`src/rtl/cpu_pkg.sv`:
```
// ---------------------------------------------------------------------------
// cpu_pkg
// Shared definitions for the data-bus blocks around the single-port data RAM.
//   DATA_W / ADDR_W  : data RAM word and address widths
//   IDLE/ISSUE/RWAIT : mem_arbiter FSM state encodings
//   MASTER_CPU/STACK : master ids used by the arbiter (0 = control, 1 = stack)
//   id_onehot()      : converts a master id into a per-master strobe pair
// ---------------------------------------------------------------------------
package cpu_pkg;

    localparam int DATA_W = 14;
    localparam int ADDR_W = 12;

    // FSM states are plain 2-bit constants so older tools and netlists
    // that expect fixed encodings keep working.
    localparam logic [1:0] IDLE  = 2'd0;
    localparam logic [1:0] ISSUE = 2'd1;
    localparam logic [1:0] RWAIT = 2'd2;

    localparam logic MASTER_CPU   = 1'b0;
    localparam logic MASTER_STACK = 1'b1;

    // Bit 0 belongs to master 0, bit 1 to master 1.
    function automatic logic [1:0] id_onehot(input logic id);
        logic [1:0] onehot;
        if (id == MASTER_STACK) begin
            onehot = 2'b10;
        end else begin
            onehot = 2'b01;
        end
        return onehot;
    endfunction

endpackage

```
`src/rtl/rr_pick2.sv`:
```
// ---------------------------------------------------------------------------
// rr_pick2
// Combinational two-way round-robin picker.
//   req         in  2  request vector, bit i = master i
//   last_winner in  1  id of the master granted most recently
//   winner      out 1  id of the master to serve next (meaningful if any_req)
//   any_req     out 1  at least one request is pending
// A lone requester always wins; on a tie the master that did not win last
// time is chosen.
// ---------------------------------------------------------------------------
module rr_pick2
    import cpu_pkg::*;
(
    input  logic [1:0] req,
    input  logic       last_winner,
    output logic       winner,
    output logic       any_req
);

    // Winner selection from the request vector and the fairness pointer.
    always_comb begin
        any_req = |req;
        winner  = ~last_winner;
        case (req)
            2'b01:   winner = MASTER_CPU;
            2'b10:   winner = MASTER_STACK;
            2'b11:   winner = ~last_winner;
            default: winner = ~last_winner;
        endcase
    end

endmodule

```
`src/rtl/mem_arbiter.sv`:
```
// ---------------------------------------------------------------------------
// mem_arbiter
// Shares the single-port data RAM between the control unit load/store path
// (master 0) and the stack unit spill/fill path (master 1). One access is in
// flight at a time; ties are broken round-robin.
//
// Parameters
//   DATA_W  data width
//   ADDR_W  address width
//   RD_LAT  RAM read latency in cycles, legal range 1..4
//
// Ports
//   clk                  in   clock, rising edge
//   reset                in   asynchronous active-low reset
//   m0_req/m1_req        in   request, held until that master's gnt
//   m0_we/m1_we          in   1 = write, 0 = read
//   m0_addr/m1_addr      in   access address
//   m0_wdata/m1_wdata    in   write data
//   m0_gnt/m1_gnt        out  one-cycle pulse: access issued to the RAM
//   m0_rvalid/m1_rvalid  out  one-cycle pulse: rdata holds this master's read
//   rdata                out  read data shared by both masters
//   ram_addr/ram_wdata   out  RAM address / write data
//   ram_rd/ram_wr        out  one-cycle RAM read / write strobes
//   ram_rdata            in   RAM read data, valid RD_LAT cycles after ram_rd
//
// Every output comes straight from a flop; the next-state block computes all
// values one cycle ahead, so gnt and the RAM strobe rise together in ISSUE.
// ---------------------------------------------------------------------------
module mem_arbiter
    import cpu_pkg::*;
#(
    parameter int DATA_W = cpu_pkg::DATA_W,
    parameter int ADDR_W = cpu_pkg::ADDR_W,
    parameter int RD_LAT = 1
) (
    input  logic              clk,
    input  logic              reset,
    input  logic              m0_req,
    input  logic              m1_req,
    input  logic              m0_we,
    input  logic              m1_we,
    input  logic [ADDR_W-1:0] m0_addr,
    input  logic [ADDR_W-1:0] m1_addr,
    input  logic [DATA_W-1:0] m0_wdata,
    input  logic [DATA_W-1:0] m1_wdata,
    output logic              m0_gnt,
    output logic              m1_gnt,
    output logic              m0_rvalid,
    output logic              m1_rvalid,
    output logic [DATA_W-1:0] rdata,
    output logic [ADDR_W-1:0] ram_addr,
    output logic [DATA_W-1:0] ram_wdata,
    output logic              ram_rd,
    output logic              ram_wr,
    input  logic [DATA_W-1:0] ram_rdata
);

    // Count value of the last RWAIT cycle; the counter starts at 0.
    localparam logic [1:0] LAT_LAST = 2'(RD_LAT - 1);

    // Registered state
    logic [1:0]        state;
    logic              last_winner;
    logic              lat_we;
    logic              lat_id;
    logic [1:0]        cnt;
    logic [1:0]        gnt;
    logic [1:0]        rvalid;

    // Next-state values
    logic [1:0]        state_nxt;
    logic              last_winner_nxt;
    logic              lat_we_nxt;
    logic              lat_id_nxt;
    logic [1:0]        cnt_nxt;
    logic [1:0]        gnt_nxt;
    logic [1:0]        rvalid_nxt;
    logic              ram_rd_nxt;
    logic              ram_wr_nxt;
    logic [ADDR_W-1:0] ram_addr_nxt;
    logic [DATA_W-1:0] ram_wdata_nxt;
    logic [DATA_W-1:0] rdata_nxt;

    // Picker outputs
    logic              pick;
    logic              any_req;
    logic              pick_we;
    logic [ADDR_W-1:0] pick_addr;
    logic [DATA_W-1:0] pick_wdata;

    rr_pick2 u_pick (
        .req         ({m1_req, m0_req}),
        .last_winner (last_winner),
        .winner      (pick),
        .any_req     (any_req)
    );

    // Route the winning master's access fields.
    always_comb begin
        if (pick == MASTER_STACK) begin
            pick_we    = m1_we;
            pick_addr  = m1_addr;
            pick_wdata = m1_wdata;
        end else begin
            pick_we    = m0_we;
            pick_addr  = m0_addr;
            pick_wdata = m0_wdata;
        end
    end

    // FSM next state plus next values of every registered output.
    always_comb begin
        state_nxt       = state;
        last_winner_nxt = last_winner;
        lat_we_nxt      = lat_we;
        lat_id_nxt      = lat_id;
        cnt_nxt         = cnt;
        gnt_nxt         = 2'b00;
        rvalid_nxt      = 2'b00;
        ram_rd_nxt      = 1'b0;
        ram_wr_nxt      = 1'b0;
        ram_addr_nxt    = ram_addr;
        ram_wdata_nxt   = ram_wdata;
        rdata_nxt       = rdata;
        case (state)
            IDLE: begin
                if (any_req) begin
                    // Latch the winner straight into the RAM-facing flops so
                    // address, data, strobe and gnt all appear in ISSUE.
                    state_nxt       = ISSUE;
                    last_winner_nxt = pick;
                    lat_id_nxt      = pick;
                    lat_we_nxt      = pick_we;
                    ram_addr_nxt    = pick_addr;
                    ram_wdata_nxt   = pick_wdata;
                    ram_wr_nxt      = pick_we;
                    ram_rd_nxt      = ~pick_we;
                    gnt_nxt         = id_onehot(pick);
                end else begin
                    state_nxt = IDLE;
                end
            end
            ISSUE: begin
                cnt_nxt = 2'd0;
                if (lat_we) begin
                    state_nxt = IDLE;
                end else begin
                    state_nxt = RWAIT;
                end
            end
            RWAIT: begin
                if (cnt == LAT_LAST) begin
                    // ram_rdata is valid on this edge; the rvalid pulse
                    // lands in the following IDLE cycle.
                    state_nxt  = IDLE;
                    rdata_nxt  = ram_rdata;
                    rvalid_nxt = id_onehot(lat_id);
                end else begin
                    cnt_nxt = cnt + 2'd1;
                end
            end
            default: begin
                state_nxt = IDLE;
            end
        endcase
    end

    // State and output registers; reset also drops any read in flight.
    always_ff @(posedge clk or negedge reset) begin
        if (!reset) begin
            state       <= IDLE;
            last_winner <= MASTER_STACK;
            lat_we      <= 1'b0;
            lat_id      <= MASTER_CPU;
            cnt         <= 2'd0;
            gnt         <= 2'b00;
            rvalid      <= 2'b00;
            ram_rd      <= 1'b0;
            ram_wr      <= 1'b0;
            ram_addr    <= {ADDR_W{1'b0}};
            ram_wdata   <= {DATA_W{1'b0}};
            rdata       <= {DATA_W{1'b0}};
        end else begin
            state       <= state_nxt;
            last_winner <= last_winner_nxt;
            lat_we      <= lat_we_nxt;
            lat_id      <= lat_id_nxt;
            cnt         <= cnt_nxt;
            gnt         <= gnt_nxt;
            rvalid      <= rvalid_nxt;
            ram_rd      <= ram_rd_nxt;
            ram_wr      <= ram_wr_nxt;
            ram_addr    <= ram_addr_nxt;
            ram_wdata   <= ram_wdata_nxt;
            rdata       <= rdata_nxt;
        end
    end

    assign m0_gnt    = gnt[0];
    assign m1_gnt    = gnt[1];
    assign m0_rvalid = rvalid[0];
    assign m1_rvalid = rvalid[1];

endmodule

```
`config.mk`:
```
export PLATFORM = sky130hd
export DESIGN_NAME = mem_arbiter
export DESIGN_NICKNAME = d
export VERILOG_FILES = /design/src/rtl/cpu_pkg.sv /design/src/rtl/rr_pick2.sv /design/src/rtl/mem_arbiter.sv
export SDC_FILE = /design/constraint.sdc
export NUM_CORES = 1
export LEC_CHECK = 0
export BUFFER_PORTS_ARGS = -buffer_cell sky130_fd_sc_hd__buf_2
export CAP_MARGIN = 15
export CORE_MARGIN = 2
export CORE_UTILIZATION = 35
export DETAILED_ROUTE_END_ITERATION = 12
export GPL_TIMING_DRIVEN = 0
export HOLD_SLACK_MARGIN = 0.08
export SYNTH_ARGS = -nofsm -noshare
export SYNTH_HDL_FRONTEND = slang
export SYNTH_SLANG_ARGS = --single-unit
```
`constraint.sdc`:
```
create_clock -name clk -period 4.8 [get_ports clk]
set_input_delay 0.96 -clock clk [delete_from_list [all_inputs] [get_ports clk]]
set_output_delay 0.96 -clock clk [all_outputs]
set_load 0.02 [all_outputs]
```
==> impl_results.md, run 1 <==
- Status: finished, final reports clean
- Power Density: 649 nW/um^2
- WL final: between 6000 and 7000 um
- Main synth FF type: dfrtp_1
- Syn_area_per_cell: roughly 10 um^2
- Dominant cell type by area after synthesis: dfrtp_1
- CTS buffer count: 5
- Post-synth top area share: between 50% and 60%
- Initial Util: 36.6%
- Reg2Reg Setup Slack: slightly above 3 ns
- RePlAce Congestion: ~0.72
- Total clock sinks: 53
- Largest net degree at the start of global routing: 29
- Die Wd: approximately 86 um
- Multi-input logic area: slightly below 900 um^2
- Overall Global Routing Usage: approximately 16%
- TritonCTS clock tree: yes
- Post-Synth Adder-Cell Area: ~1.6%
- Clock transition at path regs: roughly 0.1 ns
- Post-synth EDFFs: 0
- CP Launch Type: input port
- Final Power: roughly 2000 uW
- Mapped Cells: between 200 and 250
- Slew margin rel.: approximately three fifths
- Compound-Gate Fraction of Synth Area: 15.5%
- Peak VDD IR: 0.254 mV
- Worst r2r path cells: 4
- Largest family of logic cells by synthesized area: compound AO/OA/AOI/OAI gates
- Post-DRT Antenna Nets: 0
- Leakage Power: 0.00154 uW
- Post-route setup slack: about 2.3 ns
- Syn_nets: around 300
- WS Path Type: input port to flip-flop
- Worst Hold Class: flip-flop to flip-flop
- Reg area: around 1300 um^2
- Pre-CTS setup slack: 2.02 ns
- Critical path peak fanout: 10
- Clock latency on the worst-skew pair: 0.30 ns
- Final std cells w/o fill: approximately 430
- Worst Tran Pin Value: around 0.6 ns
- Area contributors post-synth: dfrtp_1 (55%), mux2_2 (7.2%), a31oi_1 (6.9%)
- Initial antenna violation count: 0
- Root Buffer: clkbuf_8
- Post-Synth Simple-Gate Area: around an eighth
- H-tree levels: 2
- Number of global-route vias before repair: about 2000
- PortBufs: 117
- Critical path's top delay family: buffers and inverters
- Post-layout minimum cycle time: 2.47 ns
- Rows: 29
- Router iterations before antenna repair: 4
- Routed wire per std cell: 14.5 um
- DP Area: between 3000 and 4000 um^2
- Die ar.: 7390 um^2
- Slowest CP cell: nor2_1
- Post-Syn Area: between 2000 and 2500 um^2
- Hold Path Stages: 1
- First-pass GRT wire length: approximately 9500 um
- Core Area: around 6400 um^2
- Vias per std cell: 5.03
- Commonest cells post-synth: dfrtp_1 (52), nor2_1 (33), nand3_1 (27), a31oi_1 (26), o21ai_0 (23)
- Fill cells: 607
- Synth unique cells: 28
- R2R Path Start: last_winner$_DFFE_PN1P_
- Synth-to-Final Area Change: 33.8%
- RSZ-0062 raised after global routing: false
- DRC: 0
- FFs w/ async S/R, synth: between 90% and 100%
- 1st-iter DRT viols: 55
- Sink of the worst hold path: rvalid[0]$_DFF_PN0_
- Critical path arrival: about 2.7 ns
- Final period utilization: roughly half
- Synth Register Bits: 53
- Fmax: roughly 400 MHz
- Synthesis Warnings: 0
- HPWL after DPL: between 4000 and 5000 um
- Max Slew Vio Count: 0
- Top Ports: 118
- Crit-path cells: buf_2, inv_1, ha_1, nor2_1, clkbuf_1, o21ai_0, a31oi_2
- Nets: 426
- Fin area: approximately 3100 um^2
- HP Start: lat_id$_DFFE_PN0P_
- Hold_buf cts: 0
- Via count: ~2200
- Ant diodes: 0
- DP Cell Count: 421
- CP endpoint kind: flip-flop
- XOR/XNOR Fraction of Synth Area: 0%
- Die height: 86.0 um
- Grt ovf: 0
- Max clock buf depth: 2
- CP peak stage delay: ~0.49 ns
- Reg-to-Reg End: ram_addr[11]$_DFFE_PN0P_
- Req. time, crit path: around 5.0 ns
- Setup_tns: 0 ns
- Most common cell in the netlist: dfrtp_1
- Buf+Inv Stages, Crit Path: 3
- Count of final setup violators: 0
- Post-CTS Repair Setup Buffers: 0
- Final hold violation count: 0
- Post-CTS Resized: 0
- Count of max-cap constraint violations: 0
- Seq/Total Area, Yosys: a little under three fifths
- Post-synthesis mux area share: under 10%
- Clk_skew: 0.0112 ns
- Share of cells above drive strength 1: around 44%
## where the power goes
group          switching, uW  internal, uW
clock                    140           117
combinational            622           400
sequential               103           661
## state kept, by name, summed over array words and instances, names as in the netlist
| register | count |
|---|---|
| cnt | 2 |
| rvalid | 2 |
| state | 2 |
| lat_id | 1 |
| ram_wdata | 14 |
| ram_addr | 12 |
| ram_wr | 1 |
| last_winner | 1 |
| gnt | 2 |
| lat_we | 1 |
| rdata | 14 |
| ram_rd | 1 |
## per-layer routing
| layer | vias to the layer above | track usage [%] | part of all wire [%] |
|---|---|---|---|
| met1 | 1011 | 21.4 | 45 |
| met5 | - | 0 | 0 |
| met4 | 0 | 3.61 | 0.71 |
| met2 | 92 | 28.2 | 47 |
| li1 | 1050 | - | - |
| met3 | 5 | 3.37 | 6.8 |
## how the worst max path moves through the flow
stage / depth (start not counted) / slack (ns) / endpoint / from
4_1_cts: 7 / 2.34 / ram_addr[11]$_DFFE_PN0P_ / m0_req
6_report: 7 / 2.33 / ram_addr[11]$_DFFE_PN0P_ / m0_req
3_3_place_gp: 7 / 2.01 / ram_addr[11]$_DFFE_PN0P_ / m0_req
3_5_place_dp: 7 / 2.02 / ram_addr[11]$_DFFE_PN0P_ / m0_req
2_1_floorplan: 7 / 2.55 / ram_addr[11]$_DFFE_PN0P_ / m0_req
5_1_grt: 7 / 2.14 / ram_addr[9]$_DFFE_PN0P_ / m0_req
## layout by cell type, fill, tap and decap left out
master      count
nor2_2          1
buf_6           2
a31oi_1        26
or2_2           1
and3_1          1
nor2_1         33
inv_1           6
buf_1           1
clkbuf_1        8
a22o_1          4
buf_12          1
a21oi_1         4
clkbuf_8        6
mux2_2         15
or3_4           1
nand3_1        27
buf_2         120
clkinv_2        1
o21ai_1         4
dfstp_2         1
o21ai_0        23
ha_1            3
and2_1          1
dfrtp_1        52
a31oi_2         1
nand2_1         1
buf_4           4
clkinvlp_4      1
buf_8           1
nand3b_1        1
nor3_1          1
## per-stage QoR
step / hold slack, ns / util (%)
floorplan: 0.403 / -
global placement: 0.411 / 47.2
detailed placement: 0.417 / 47.5
CTS: 0.427 / 49.0
global route: 0.440 / 49.0
finish: 0.430 / 49.0
## kinds of logic after synthesis
kind of cell,count (synthesis)
buffers and inverters,25
AOI/OAI and AO/OA,62
and+or+nand+nor,68
muxes,15
adders and majority gates,3
DFF,53
## cell type report
class,count,area share [%]
plain buffers,18,3.58
clock inverters,1,0.239
well taps,77,3.06
multi-input cells,148,28.1
repair buffers,118,19.2
inverters,7,0.875
flip-flops and latches,53,42.2
clock buffers,7,2.74
Note: power is estimated with default switching activity, not from simulation.
==> inputs of run 2 (changes only) <==
--- a/config.mk
+++ b/config.mk
@@ -5,6 +5,7 @@
 export SDC_FILE = /design/constraint.sdc
 export NUM_CORES = 1
 export LEC_CHECK = 0
+export ABC_AREA = 1
 export BUFFER_PORTS_ARGS = -buffer_cell sky130_fd_sc_hd__buf_2
 export CAP_MARGIN = 15
 export CORE_MARGIN = 2
@@ -12,6 +13,7 @@
 export DETAILED_ROUTE_END_ITERATION = 12
 export GPL_TIMING_DRIVEN = 0
 export HOLD_SLACK_MARGIN = 0.08
+export PLACE_DENSITY = 0.66
 export SYNTH_ARGS = -nofsm -noshare
 export SYNTH_HDL_FRONTEND = slang
 export SYNTH_SLANG_ARGS = --single-unit
==> constraint.sdc (replaced) <==
create_clock -name clk -period 2.25 [get_ports clk]
set_input_delay 0.45 -clock clk [delete_from_list [all_inputs] [get_ports clk]]
set_output_delay 0.45 -clock clk [all_outputs]
set_load 0.02 [all_outputs]
==> run 2 against run 1 <==
Compared with the run above: critical path depth up 2; critical endpoint is now ram_addr[0]$_DFFE_PN0P_; largest cell class unchanged; design area increased by 5.0%; setup slack worse by 1.7 ns; wire length increased by 6.4%.
==> impl_results.md, run 2 <==
- Count of final setup violators: 0
- DRC: 0
- Seq/Total Area, Yosys: between 50% and 60%
- RePlAce Congestion: between 0.7 and 0.8
- Syn_area_per_cell: around 8 um^2
- Peak VDD IR: just under 0.5 mV
- Post-DRT Antenna Nets: 0
- Max Slew Vio Count: 0
- Via count: approximately 2500
- CP Launch Type: input port
- Leading cell type in the layout, fill and taps excluded: nand2_1
- Slowest CP cell: ha_1
- Hold_buf cts: 0
- Commonest cells post-synth: nand2_1 (144), nand3_1 (71), dfrtp_1 (52), inv_1 (14), buf_2 (10)
- Count of max-cap constraint violations: 0
- Status: finished, final reports clean
- Area contributors post-synth: dfrtp_1 (52%), nand2_1 (22%), nand3_1 (14%)
- Slew margin rel.: 61.8%
- Top Ports: 118
- H-tree levels: 2
- Synth-to-Final Area Change: 32.4%
- Crit-path cells: buf_2, inv_1, ha_1, nand2_1, buf_2, nand3_1, nand2_1, nand2_1, nand2_1
- Synth Register Bits: 53
- Synthesis Warnings: 0
- TritonCTS clock tree: yes
- FFs w/ async S/R, synth: 100%
- CP peak stage delay: 0.33 ns
- First-pass GRT wire length: approximately 11000 um
- Post-CTS Repair Setup Buffers: 0
- Most frequent cells in the layout: nand2_1 (144), buf_2 (127), nand3_1 (71), dfrtp_1 (52), inv_1 (14)
- DP Area: ~3200 um^2
- Routed wire per std cell: ~12 um
- Max clock buf depth: 2
- Core Area: roughly 6800 um^2
- Clock transition at path regs: ~0.09 ns
- Most common cell on crit path: nand2_1
- Post-Syn Area: approximately 2500 um^2
- Most common cell in the netlist: nand2_1
- Worst Tran Pin Value: roughly 0.57 ns
- Die height: 88.5 um
- DP Cell Count: about 530
- Grt ovf: 0
- Dominant cell type by area after synthesis: dfrtp_1
- Initial Util: around 37%
- CP endpoint kind: flip-flop
- Post-synth EDFFs: 0
- Die ar.: approximately 7800 um^2
- Router iterations before antenna repair: 4
- WS Path Type: input port to flip-flop
- Largest regs: ram_wdata (14), rdata (14), ram_addr (12)
- Fmax: 634 MHz
- Power Density: approximately 1300 nW/um^2
- Die Wd: 88.5 um
- Initial antenna violation count: 0
- Clock latency on the worst-skew pair: between 0.3 and 0.4 ns
- Final Power: ~4300 uW
- Critical path arrival: between 1.5 and 2 ns
- 1st-iter DRT viols: between 80 and 90
- Critical path's top delay family: simple AND/OR/NAND/NOR gates
- Main synth FF type: dfrtp_1
- Number of global-route vias before repair: 2355
- Nets: 515
- Post-synth top area share: roughly 52%
- Final std cells w/o fill: roughly 540
- Buf+Inv Stages, Crit Path: 3
- Total clock sinks: between 50 and 60
- Ant diodes: 0
- Final period utilization: roughly 70%
- Rows: 30
- PortBufs: around 120
- Req. time, crit path: 2.50 ns
- Post-layout minimum cycle time: between 1.5 and 2 ns
- Post-CTS Resized: 0
- Synth unique cells: 17
- Overall Global Routing Usage: between 10% and 20%
- Clk_skew: about 0.015 ns
- Leakage Power: 0.00198 uW
- Fin area: about 3300 um^2
- Syn_nets: between 300 and 400
- RSZ-0062 raised after global routing: false
- WL final: 6620 um
- Final hold violation count: 0
- Worst Hold Class: input port to asynchronous set/reset pin
- Root Buffer: clkbuf_8
- Largest net degree at the start of global routing: 31
- Mapped Cells: 315
- HPWL after DPL: between 4000 and 5000 um
- Share of cells above drive strength 1: roughly a third
- Setup_tns: 0 ns
- Vias per std cell: 4.64
- CTS buffer count: 5
- Critical path peak fanout: 10
## run 2: cell types whose count changed in the layout (fill, tap and decap cells not counted), sizes merged, moves of 4 or more
cell	delta
nand3	+44
mux2	-15
buf	+4
inv	+9
nand2	+144
a31oi	-27
o21ai	-23
clkbuf	-5
a22o	-4
nor2	-30
## run 2: worst paths after layout
check	start	endpoint	slack, ns	cells past startpoint
worst min-delay path	reset	rdata[13]$_DFFE_PN0P_	0.13	1
worst max register to register	last_winner$_DFFE_PN1P_	ram_addr[3]$_DFFE_PN0P_	0.81	7
max in group asynchronous	reset	last_winner$_DFFE_PN1P_	1.49	2
min in group clk	ram_rdata[5]	rdata[5]$_DFFE_PN0P_	0.38	3
worst min register to register	lat_id$_DFFE_PN0P_	rvalid[0]$_DFF_PN0_	0.43	1
worst max-delay path	m0_req	ram_addr[0]$_DFFE_PN0P_	0.67	9
## run 2: power breakdown
part | switching (uW) | internal [uW] | total [uW]
Combinational | 1430 | 727 | 2150
Clock | 307 | 217 | 523
Sequential | 226 | 1400 | 1620
## run 2: layer usage
| layer | vias to the layer above | wire length (um) | global-route usage (%) | part of all wire (%) |
|---|---|---|---|---|
| li1 | 1247 | - | - | - |
| met1 | 1122 | 3090 | 24.3 | 47 |
| met2 | 115 | 2800 | 28.1 | 42 |
| met3 | 6 | 664 | 6.06 | 10 |
| met4 | 0 | 59 | 3.72 | 0.89 |
| met5 | - | 0 | 0 | 0 |
## run 2: layout make-up
class	count	area [um^2]
Clock buffer	6	72.6
Tap cell	96	120
Fill cell	702	3530
Buffer	18	106
Multi-Input combinational cell	229	1010
Timing Repair Buffer	118	606
Sequential cell	53	1330
Inverter	15	56.3
Clock inverter	2	10.0
## run 2: logic make-up (layout without fill, tap and decap cells)
| kind of cell | after synthesis | after routing | share of synthesized area [%] |
|---|---|---|---|
| buffers and inverters | 33 | 159 | 6.52 |
| DFF | 53 | 53 | 53.2 |
| adders and majority gates | 3 | 3 | 1.50 |
| AOI/OAI and AO/OA | 5 | 5 | 1.00 |
| and+or+nand+nor | 221 | 221 | 37.8 |
## run 2: metrics by stage
step,worst slack [ns],hold slack [ns],utilization [%]
CTS,0.682,0.139,48.4
detailed placement,0.345,0.423,47.2
global placement,0.397,0.420,46.9
floorplan,0.720,0.154,-
global route,0.507,0.157,48.4
finish,0.674,0.127,48.4
## run 2: worst reg2reg max path, stage by stage, from the launching register on
cell     delay (ns)
dfstp_2        0.53
inv_1          0.04
nand2_1        0.30
buf_4          0.25
nand3_1        0.09
nand2_1        0.08
nand2_1        0.04
nand2_1        0.06
==> inputs of run 3 (changes only) <==
--- a/config.mk
+++ b/config.mk
@@ -5,7 +5,7 @@
 export SDC_FILE = /design/constraint.sdc
 export NUM_CORES = 1
 export LEC_CHECK = 0
-export ABC_AREA = 1
+export ABC_AREA = 0
 export BUFFER_PORTS_ARGS = -buffer_cell sky130_fd_sc_hd__buf_2
 export CAP_MARGIN = 15
 export CORE_MARGIN = 2
@@ -13,7 +13,6 @@
 export DETAILED_ROUTE_END_ITERATION = 12
 export GPL_TIMING_DRIVEN = 0
 export HOLD_SLACK_MARGIN = 0.08
-export PLACE_DENSITY = 0.66
 export SYNTH_ARGS = -nofsm -noshare
 export SYNTH_HDL_FRONTEND = slang
 export SYNTH_SLANG_ARGS = --single-unit
==> constraint.sdc (replaced) <==
create_clock -name clk -period 1.5 [get_ports clk]
set_input_delay 0.3 -clock clk [delete_from_list [all_inputs] [get_ports clk]]
set_output_delay 0.3 -clock clk [all_outputs]
set_load 0.02 [all_outputs]
==> run 3 against run 2 <==
Compared with the run above: sequential power rose by 52%; hold slack improved by 0.091 ns; combinational power rose by 68%; wire length fell by 6.5%.
==> impl_results.md, run 3 (synthesis results as in run 1) <==
- Post-layout minimum cycle time: approximately 1.4 ns
- Fill cells: 655
- Most frequent cells in the layout: buf_2 (118), dfrtp_1 (50), nor2_1 (32), nand3_1 (27), a31oi_1 (26)
- First-pass GRT wire length: around 10000 um
- Worst Setup EP: ram_addr[11]$_DFFE_PN0P_
- Setup_tns: 0 ns
- Max clock buf depth: 2
- DP Cell Count: around 420
- TritonCTS clock tree: yes
- WS Path Type: flip-flop to flip-flop
- Leakage Power: ~0.0016 uW
- Fin area: around 3300 um^2
- Fmax: 694 MHz
- Share of cells above drive strength 1: 48.9%
- CP Launch Type: flip-flop
- Power Density: between 2000 and 2500 nW/um^2
- CP peak stage delay: roughly 0.44 ns
- Via count: 2188
- PortBufs: 117
- Max Slew Vio Count: 0
- R2R Path Start: state[0]$_DFFE_PN0P_
- Clock latency on the worst-skew pair: around 0.30 ns
- Total clock sinks: 53
- Rows: 29
- Reg-to-Reg End: ram_addr[11]$_DFFE_PN0P_
- Critical path peak fanout: 6
- Peak VDD IR: between 0.8 and 0.9 mV
- Worst r2r path cells: 6
- Final hold violation count: 0
- Status: finished, final reports clean
- H-tree levels: 2
- Final std cells w/o fill: ~440
- Die height: between 80 and 90 um
- Worst Tran Pin Value: 0.377 ns
- Hold Path Stages: 2
- Critical path arrival: ~1.7 ns
- DRC: 0
- Nets: about 430
- Core Area: 6420 um^2
- RePlAce Congestion: 0.726
- Slowest CP cell: or3_4
- Die Wd: 86.0 um
- Clk_skew: around 0.0092 ns
- Router iterations before antenna repair: 4
- CTS buffer count: 5
- Req. time, crit path: about 1.7 ns
- Worst Hold Class: input port to flip-flop
- Vias per std cell: roughly 5
- Leading cell type in the layout, fill and taps excluded: buf_2
- Overall Global Routing Usage: 17.0%
- Slew margin rel.: between 70% and 80%
- Largest regs: ram_wdata (14), rdata (14), ram_addr (12)
- Routed wire per std cell: around 14 um
- Grt ovf: 0
- Ant diodes: 0
- Count of final setup violators: 0
- CP Launch Point: state[0]$_DFFE_PN0P_
- Worst hold margin: between 0.2 and 0.25 ns
- HPWL after DPL: between 4000 and 5000 um
- Initial antenna violation count: 0
- 1st-iter DRT viols: 106
- Reg2Reg Setup Slack: 0.06 ns
- DP Area: between 3000 and 4000 um^2
- Crit-path cells: or3_4, clkinv_4, buf_12, buf_8, nor2_4, a31oi_2
- Initial Util: between 30% and 40%
- Post-DRT Antenna Nets: 0
- Clock transition at path regs: ~0.10 ns
- Final period utilization: between 90% and 100%
- CP endpoint kind: flip-flop
- Synth-to-Final Area Change: 41.7%
- Die ar.: 7390 um^2
- Root Buffer: clkbuf_8
- WL final: 6190 um
- Top Ports: 118
- Count of max-cap constraint violations: 0
- Largest net degree at the start of global routing: 39
- Number of global-route vias before repair: between 2000 and 2500
[run 3: cell types whose count changed in the layout (fill, tap and decap cells not counted), moves of 6 or more]
cell / delta
nor2_1: +30
o21ai_0: +19
nand2_1: -144
nand3_1: -44
inv_1: -8
buf_2: -9
clkbuf_2: +6
a31oi_1: +26
mux2_2: +15
[run 3: cell type report]
class	instances	area [um^2]	area share [%]
buffer	16	141	4.24
clock buffer	5	68.8	2.07
clock inverter	3	46.3	1.39
inverter	7	31.3	0.939
multi-input combinational	148	913	27.4
sequential	53	1330	39.9
tap	77	96.3	2.89
timing repair buffer	126	703	21.1
[run 3: worst min path at each step]
stage / endpoint / startpoint / slack, ns
finish: rdata[12]$_DFFE_PN0P_ / ram_rdata[12] / 0.22
floorplan: cnt[0]$_DFFE_PN0P_ / reset / 0.004
global placement: rvalid[0]$_DFF_PN0_ / lat_id$_DFFE_PN0P_ / 0.41
global route: rdata[6]$_DFFE_PN0P_ / ram_rdata[6] / 0.20
detailed placement: rdata[5]$_DFFE_PN0P_ / reset / 0.25
CTS: rdata[12]$_DFFE_PN0P_ / ram_rdata[12] / 0.20
[run 3: what timing repair did]
action,in CTS,in global routing
pin swaps,1,1
hold buffers,1,0
gates resized for setup,12,11
setup endpoints to repair,30,36
buffers inserted,2,3
endpoints found under the hold margin,15,0
cloned,0,2
[run 3: critical path: cells and delay by family, from the launching register on]
| kind | cells | cell delay [ns] |
|---|---|---|
| AND/OR/NAND/NOR | 2 | 0.47 |
| flip-flops | 1 | 0.43 |
| buffers and inverters | 3 | 0.34 |
| AO/OA/AOI/OAI | 1 | 0.12 |
[run 3: layer usage]
layer  up-vias  global-route usage, %  routed length [um]
met5         -                      0                   0
met4         0                   3.32                  18
met3         2                   3.66                 402
met2        84                   29.1                3050
met1      1038                   22.2                2720
li1       1064                      -                   -
[run 3: stage by stage]
step / power, uW / util (%) / worst slack, ns
6_report: 7040 / 51.9 / 0.0594
5_1_grt: 7560 / 51.9 / -0.00266
4_1_cts: 6930 / 50.6 / -0.0290
3_5_place_dp: 5820 / 47.9 / -0.426
3_3_place_gp: 5740 / 47.6 / -0.398
2_1_floorplan: 4680 / - / 0.0110
[run 3: where the power goes]
group          internal, uW  switching (uW)
sequential             2120             338
combinational          1550            2050
clock                   500             478
total                  4170            2870
